`config.mk`:
```
export PLATFORM = sky130hd
export DESIGN_NAME = load_store_unit
export DESIGN_NICKNAME = d
export VERILOG_FILES = /design/src/rtl/load_store_unit.sv
export SDC_FILE = /design/constraint.sdc
export NUM_CORES = 1
export LEC_CHECK = 0
export ABC_AREA = 1
export CAP_MARGIN = 10
export CORE_ASPECT_RATIO = 1.2
export CORE_MARGIN = 2
export CORE_UTILIZATION = 41
export CTS_CLUSTER_SIZE = 14
export DETAILED_ROUTE_END_ITERATION = 8
export GPL_TIMING_DRIVEN = 0
export PLACE_DENSITY_LB_ADDON = 0.25
export SYNTH_ARGS = -nofsm -noshare
export SYNTH_HDL_FRONTEND = slang
export SYNTH_SLANG_ARGS = --single-unit
```
`constraint.sdc`:
```
create_clock -name clk -period 2.3 [get_ports clk]
set_clock_uncertainty 0.05 [all_clocks]
set_input_delay 0.345 -clock clk [delete_from_list [all_inputs] [get_ports clk]]
set_output_delay 0.345 -clock clk [all_outputs]
set_load 0.02 [all_outputs]
```
`src/rtl/load_store_unit.sv`:
```
`default_nettype none
// ============================================================================
// load_store_unit: byte/half/word load-store engine for a synchronous data RAM.
// Optional sub-word support via macro LSU_SUBWORD_EN.  Revision 1.0
// ============================================================================
module load_store_unit #(
   parameter int MEM_AW = 11
) (
   input  logic        clk,
   input  logic        rst_n,
   input  logic        req_valid,
   output logic        req_ready,
   input  logic        req_we,
   input  logic [1:0]  req_size,
   input  logic        req_unsigned,
   input  logic [31:0] req_addr,
   input  logic [31:0] req_wdata,
   output logic        resp_valid,
   output logic [31:0] resp_rdata,
   output logic        resp_err,
   output logic        mem_en,
   output logic        mem_we,
   output logic [31:0] mem_addr,
   output logic [31:0] mem_din,
   input  logic [31:0] mem_dout
);

   localparam logic [1:0] SZ_WORD = 2'b10;
`ifdef LSU_SUBWORD_EN
   localparam logic [1:0] SZ_BYTE = 2'b00;
   localparam logic [1:0] SZ_HALF = 2'b01;
`endif

   typedef enum logic [2:0] {
      IDLE      = 3'd0,
      ACCESS    = 3'd1,
      LOAD_DATA = 3'd2,
`ifdef LSU_SUBWORD_EN
      RMW_DATA  = 3'd3,
      RMW_WRITE = 3'd4,
`endif
      RESP      = 3'd5
   } state_t;

   state_t      state_q, state_d;
   logic        we_q, we_d;
   logic [1:0]  size_q, size_d;
   logic        unsigned_q, unsigned_d;
   logic [31:0] addr_q, addr_d;
   logic [31:0] wdata_q, wdata_d;
   logic        resp_valid_q, resp_valid_d;
   logic        resp_err_q, resp_err_d;
   logic [31:0] resp_rdata_q, resp_rdata_d;
   logic        mem_en_q, mem_en_d;
   logic        mem_we_q, mem_we_d;
   logic [31:0] mem_addr_q, mem_addr_d;
   logic [31:0] mem_din_q, mem_din_d;

   logic        req_bad;
   logic [31:0] load_ext;
   logic        unused_bits;

   always_comb begin
      req_bad = 1'b0;
`ifdef LSU_SUBWORD_EN
      case (req_size)
         SZ_BYTE: req_bad = 1'b0;
         SZ_HALF: req_bad = req_addr[0];
         SZ_WORD: req_bad = |req_addr[1:0];
         default: req_bad = 1'b1;
      endcase
`else
      req_bad = (req_size != SZ_WORD) || (req_addr[1:0] != 2'b00);
`endif
   end

`ifdef LSU_SUBWORD_EN
   logic [7:0]  lane_byte;
   logic [15:0] lane_half;
   logic [31:0] store_merge;

   // Lane offsets come from the latched address; mem_dout is held by the RAM
   // while mem_en is low, so it is still valid in LOAD_DATA and RMW_DATA.
   always_comb begin
      lane_byte   = mem_dout[{addr_q[1:0], 3'b000} +: 8];
      lane_half   = mem_dout[{addr_q[1], 4'b0000} +: 16];
      store_merge = mem_dout;
      case (size_q)
         SZ_BYTE: begin
            load_ext = unsigned_q ? {24'd0, lane_byte} : {{24{lane_byte[7]}}, lane_byte};
            store_merge[{addr_q[1:0], 3'b000} +: 8] = wdata_q[7:0];
         end
         SZ_HALF: begin
            load_ext = unsigned_q ? {16'd0, lane_half} : {{16{lane_half[15]}}, lane_half};
            store_merge[{addr_q[1], 4'b0000} +: 16] = wdata_q[15:0];
         end
         default: load_ext = mem_dout;
      endcase
   end

   assign unused_bits = ^{req_addr[31:MEM_AW+2], addr_q[31:2], wdata_q[31:16]};
`else
   assign load_ext    = mem_dout;
   assign unused_bits = ^{req_addr[31:MEM_AW+2], unsigned_q, size_q, addr_q, wdata_q};
`endif

   always_comb begin
      state_d      = state_q;
      we_d         = we_q;
      size_d       = size_q;
      unsigned_d   = unsigned_q;
      addr_d       = addr_q;
      wdata_d      = wdata_q;
      resp_valid_d = 1'b0;
      resp_err_d   = 1'b0;
      resp_rdata_d = 32'd0;
      mem_en_d     = 1'b0;
      mem_we_d     = 1'b0;
      mem_addr_d   = mem_addr_q;
      mem_din_d    = mem_din_q;

      case (state_q)
         IDLE: begin
            if (req_valid) begin
               we_d       = req_we;
               size_d     = req_size;
               unsigned_d = req_unsigned;
               addr_d     = req_addr;
               wdata_d    = req_wdata;
               mem_addr_d = {{(32-MEM_AW){1'b0}}, req_addr[MEM_AW+1:2]};
               mem_din_d  = req_wdata;
               if (req_bad) begin
                  state_d      = RESP;
                  resp_valid_d = 1'b1;
                  resp_err_d   = 1'b1;
               end else begin
                  state_d  = ACCESS;
                  mem_en_d = 1'b1;
                  // Sub-word stores read first; only full words write here.
                  mem_we_d = req_we && (req_size == SZ_WORD);
               end
            end
         end
         ACCESS: begin
            if (!we_q) begin
               state_d = LOAD_DATA;
            end
`ifdef LSU_SUBWORD_EN
            else if (size_q != SZ_WORD) begin
               state_d = RMW_DATA;
            end
`endif
            else begin
               state_d      = RESP;
               resp_valid_d = 1'b1;
            end
         end
         LOAD_DATA: begin
            state_d      = RESP;
            resp_valid_d = 1'b1;
            resp_rdata_d = load_ext;
         end
`ifdef LSU_SUBWORD_EN
         RMW_DATA: begin
            state_d   = RMW_WRITE;
            mem_en_d  = 1'b1;
            mem_we_d  = 1'b1;
            mem_din_d = store_merge;
         end
         RMW_WRITE: begin
            state_d      = RESP;
            resp_valid_d = 1'b1;
         end
`endif
         RESP:    state_d = IDLE;
         default: state_d = IDLE;
      endcase
   end

   always_ff @(posedge clk or negedge rst_n) begin
      if (!rst_n) begin
         state_q      <= IDLE;
         we_q         <= 1'b0;
         size_q       <= 2'b00;
         unsigned_q   <= 1'b0;
         addr_q       <= 32'd0;
         wdata_q      <= 32'd0;
         resp_valid_q <= 1'b0;
         resp_err_q   <= 1'b0;
         resp_rdata_q <= 32'd0;
         mem_en_q     <= 1'b0;
         mem_we_q     <= 1'b0;
         mem_addr_q   <= 32'd0;
         mem_din_q    <= 32'd0;
      end else begin
         state_q      <= state_d;
         we_q         <= we_d;
         size_q       <= size_d;
         unsigned_q   <= unsigned_d;
         addr_q       <= addr_d;
         wdata_q      <= wdata_d;
         resp_valid_q <= resp_valid_d;
         resp_err_q   <= resp_err_d;
         resp_rdata_q <= resp_rdata_d;
         mem_en_q     <= mem_en_d;
         mem_we_q     <= mem_we_d;
         mem_addr_q   <= mem_addr_d;
         mem_din_q    <= mem_din_d;
      end
   end

   assign req_ready  = (state_q == IDLE);
   assign resp_valid = resp_valid_q;
   assign resp_err   = resp_err_q;
   assign resp_rdata = resp_rdata_q;
   assign mem_en     = mem_en_q;
   assign mem_we     = mem_we_q;
   assign mem_addr   = mem_addr_q;
   assign mem_din    = mem_din_q;

endmodule
`default_nettype wire

```
==> impl_metrics.env <==
export IMPL_run_status="finished clean"
export IMPL_cp_slowest_cell="clkdlybuf4s50_1"
export IMPL_gp_congestion=0.721
export IMPL_num_rows=36
export IMPL_p_total_w=0.00619
export IMPL_clock_latency_ps=350
export IMPL_slowest_delay_ps=600
export IMPL_drc=0
export IMPL_syn2layout_area_growth_pct=59.9
export IMPL_die_w_um=87.5
export IMPL_ys_warn_count=0
export IMPL_antenna_found_initial=0
export IMPL_avgSynthCellArea_um2=10.2
export IMPL_num_io_pins=204
export IMPL_final_area_um2=5490
export IMPL_die_h_um=104
export IMPL_p_leak_nw=2.84
export IMPL_hp_class="flip-flop to flip-flop"
export IMPL_rsz0062_at_grt="no"
export IMPL_regArea_um2=2080
export IMPL_slew_violations=0
export IMPL_ctsResizeCount=0
export IMPL_crit_buf_inv=2
export IMPL_portBuffers=162
export IMPL_clk_pin_slew_worst_paths_ps=80
export IMPL_period_minus_slack_ps=2080
export IMPL_firstDrtPassIters=4
export IMPL_cts_root_buf="clkbuf_8"
export IMPL_postCtsHoldBufs=1
export IMPL_power_per_cell_area_nw_per_um2=1130
export IMPL_grt_max_degree=48
export IMPL_multi_input_area_um2=853
export IMPL_drive_gt1_share_pct=17.7
export IMPL_cts_tree="built"
export IMPL_drt_antenna_violating_nets=0
export IMPL_path_class="flip-flop to output port"
export IMPL_postRouteWirelength_um=7980
export IMPL_grt_pass1_vias=2743
export IMPL_wl_per_cell_um=12.7
export IMPL_cp_top_family="buffers and inverters"
export IMPL_synth_area_um2=3430
export IMPL_num_fill_cells=631
export IMPL_num_antenna_cells=0
export IMPL_hold_violations=0
export IMPL_vias=2661
export IMPL_die_area_um2=9120
export IMPL_coreArea_um2=8110
export IMPL_viasPerCell=4.22
export IMPL_grt_ovfl_total=0
export IMPL_htreeDepth=3
export IMPL_ys_ff_latch=83
export IMPL_period_share_pct=90.3
export IMPL_ir_worst_vdd_v=0.000804
export IMPL_synth_cells=336
export IMPL_grtUsageTotal_pct=18.5
export IMPL_maxCapViolCount=0
export IMPL_startpoint_type="flip-flop"
export IMPL_hpwlAfterDp_um=6130
export IMPL_numCtsBuffers=9
export IMPL_setup_viol=0
export IMPL_fmax_ghz=0.482
export IMPL_cts_sinks=83
export IMPL_post_cts_buffers=0
export IMPL_start_util_pct=42.3
export IMPL_yosysSeqAreaShare_pct=60.5
export IMPL_fin_nets=634
export IMPL_crit_fanout=3
export IMPL_grt_pass1_wl_um=13000
export IMPL_cp_data_arrival_time_ps=1680
export IMPL_cts_max_path_buffers=2
export IMPL_cp_required_ps=1900
export IMPL_placed_area_um2=5270
export IMPL_end_kind="output port"
export IMPL_crit_chain="nor2_4 > nand2_1 > inv_1 > clkdlybuf4s50_1"
export IMPL_ys_types=13
export IMPL_first_iter_violations=67
## metal layers
layer / wire, um / global-route usage [%]
met1: 2920 / 19.9
met4: 256 / 10.4
met2: 4370 / 33.1
met3: 432 / 3.25
met5: 0 / 0
## path summary, 6_finish.rpt
kind	start	end	slack, ps	cells after the start
max	state_q[0]	req_ready	220	4
min	mem_addr[5]	mem_addr[5]	430	2
max reg2reg	state_q[0]	mem_din[11]	1000	5
min reg2reg	mem_addr[5]	mem_addr[5]	430	2
max in group asynchronous	rst_n	resp_rdata[11]	1150	3
min in group asynchronous	rst_n	resp_rdata[22]	460	2
## cell usage after synthesis, drive strengths merged
cell type,count,share of area (%)
nand3,3,0.80
conb,1,0.11
nor2,38,4.4
nand2,52,5.7
o21ai,44,11
inv,81,8.9
dfrtp,83,60
nor3,1,0.47
buf,33,8.0
## cell usage in the layout, fill, tap and decap left out, drive strengths merged, types with 3 or more instances in the layout
cell             n
buf             35
clkbuf          15
clkdlybuf4s50  161
conb            21
dfrtp           83
inv             81
nand2           52
nand3            3
nor2            38
o21ai           44
## where the power goes
group	total, W	leakage (nW)	internal, W	switching, W
Clock	0.00108	0.104	0.000593	0.000486
Sequential	0.00218	1.08	0.00194	0.000236
Combinational	0.00293	1.66	0.00138	0.00155
Total	0.00619	2.84	0.00392	0.00228
## area by class of cell
class | instances | area share, %
Buffer | 33 | 4.99
Clock inverter | 1 | 0.547
Timing Repair Buffer | 164 | 30.2
Clock buffer | 15 | 3.21
Multi-Input combinational cell | 159 | 15.5
Inverter | 81 | 5.54
Tap cell | 95 | 2.16
Sequential cell | 83 | 37.8
## state kept, by name, indices dropped and copies added, names as in the netlist
signal / cells
mem_din: 32
mem_en: 1
mem_we: 1
mem_addr: 11
state_q: 3
we_q: 1
resp_err: 1
resp_rdata: 32
resp_valid: 1
## through the flow
stage / cells / setup TNS [ps] / setup slack, ps / hold slack, ps / util, %
finish: 631 / 0 / 224 / 435 / 67.7
global route: 631 / 0 / 155 / 441 / 67.7
CTS: 631 / 0 / 187 / 430 / 67.7
detailed placement: 614 / 0 / 594 / 295 / 65.0
global placement: 613 / -173660 / -2100 / 400 / 64.7
floorplan: 356 / 0 / 1140 / -0.591 / -
## worst reg2reg max path, cell delays in order (launching register included)
cell     delay [ps]
dfrtp_1         420
nor2_4          170
nand3_4         200
buf_6           210
nand2_1          80
o21ai_2          60
## cell families after synthesis
| logic type | synth area share [%] |
|---|---|
| buf+inv | 16.8 |
| simple gates | 11.3 |
| flops | 60.5 |
| compound gates | 11.2 |
| other cells | 0.109 |
(Power assumes the default switching activity.)
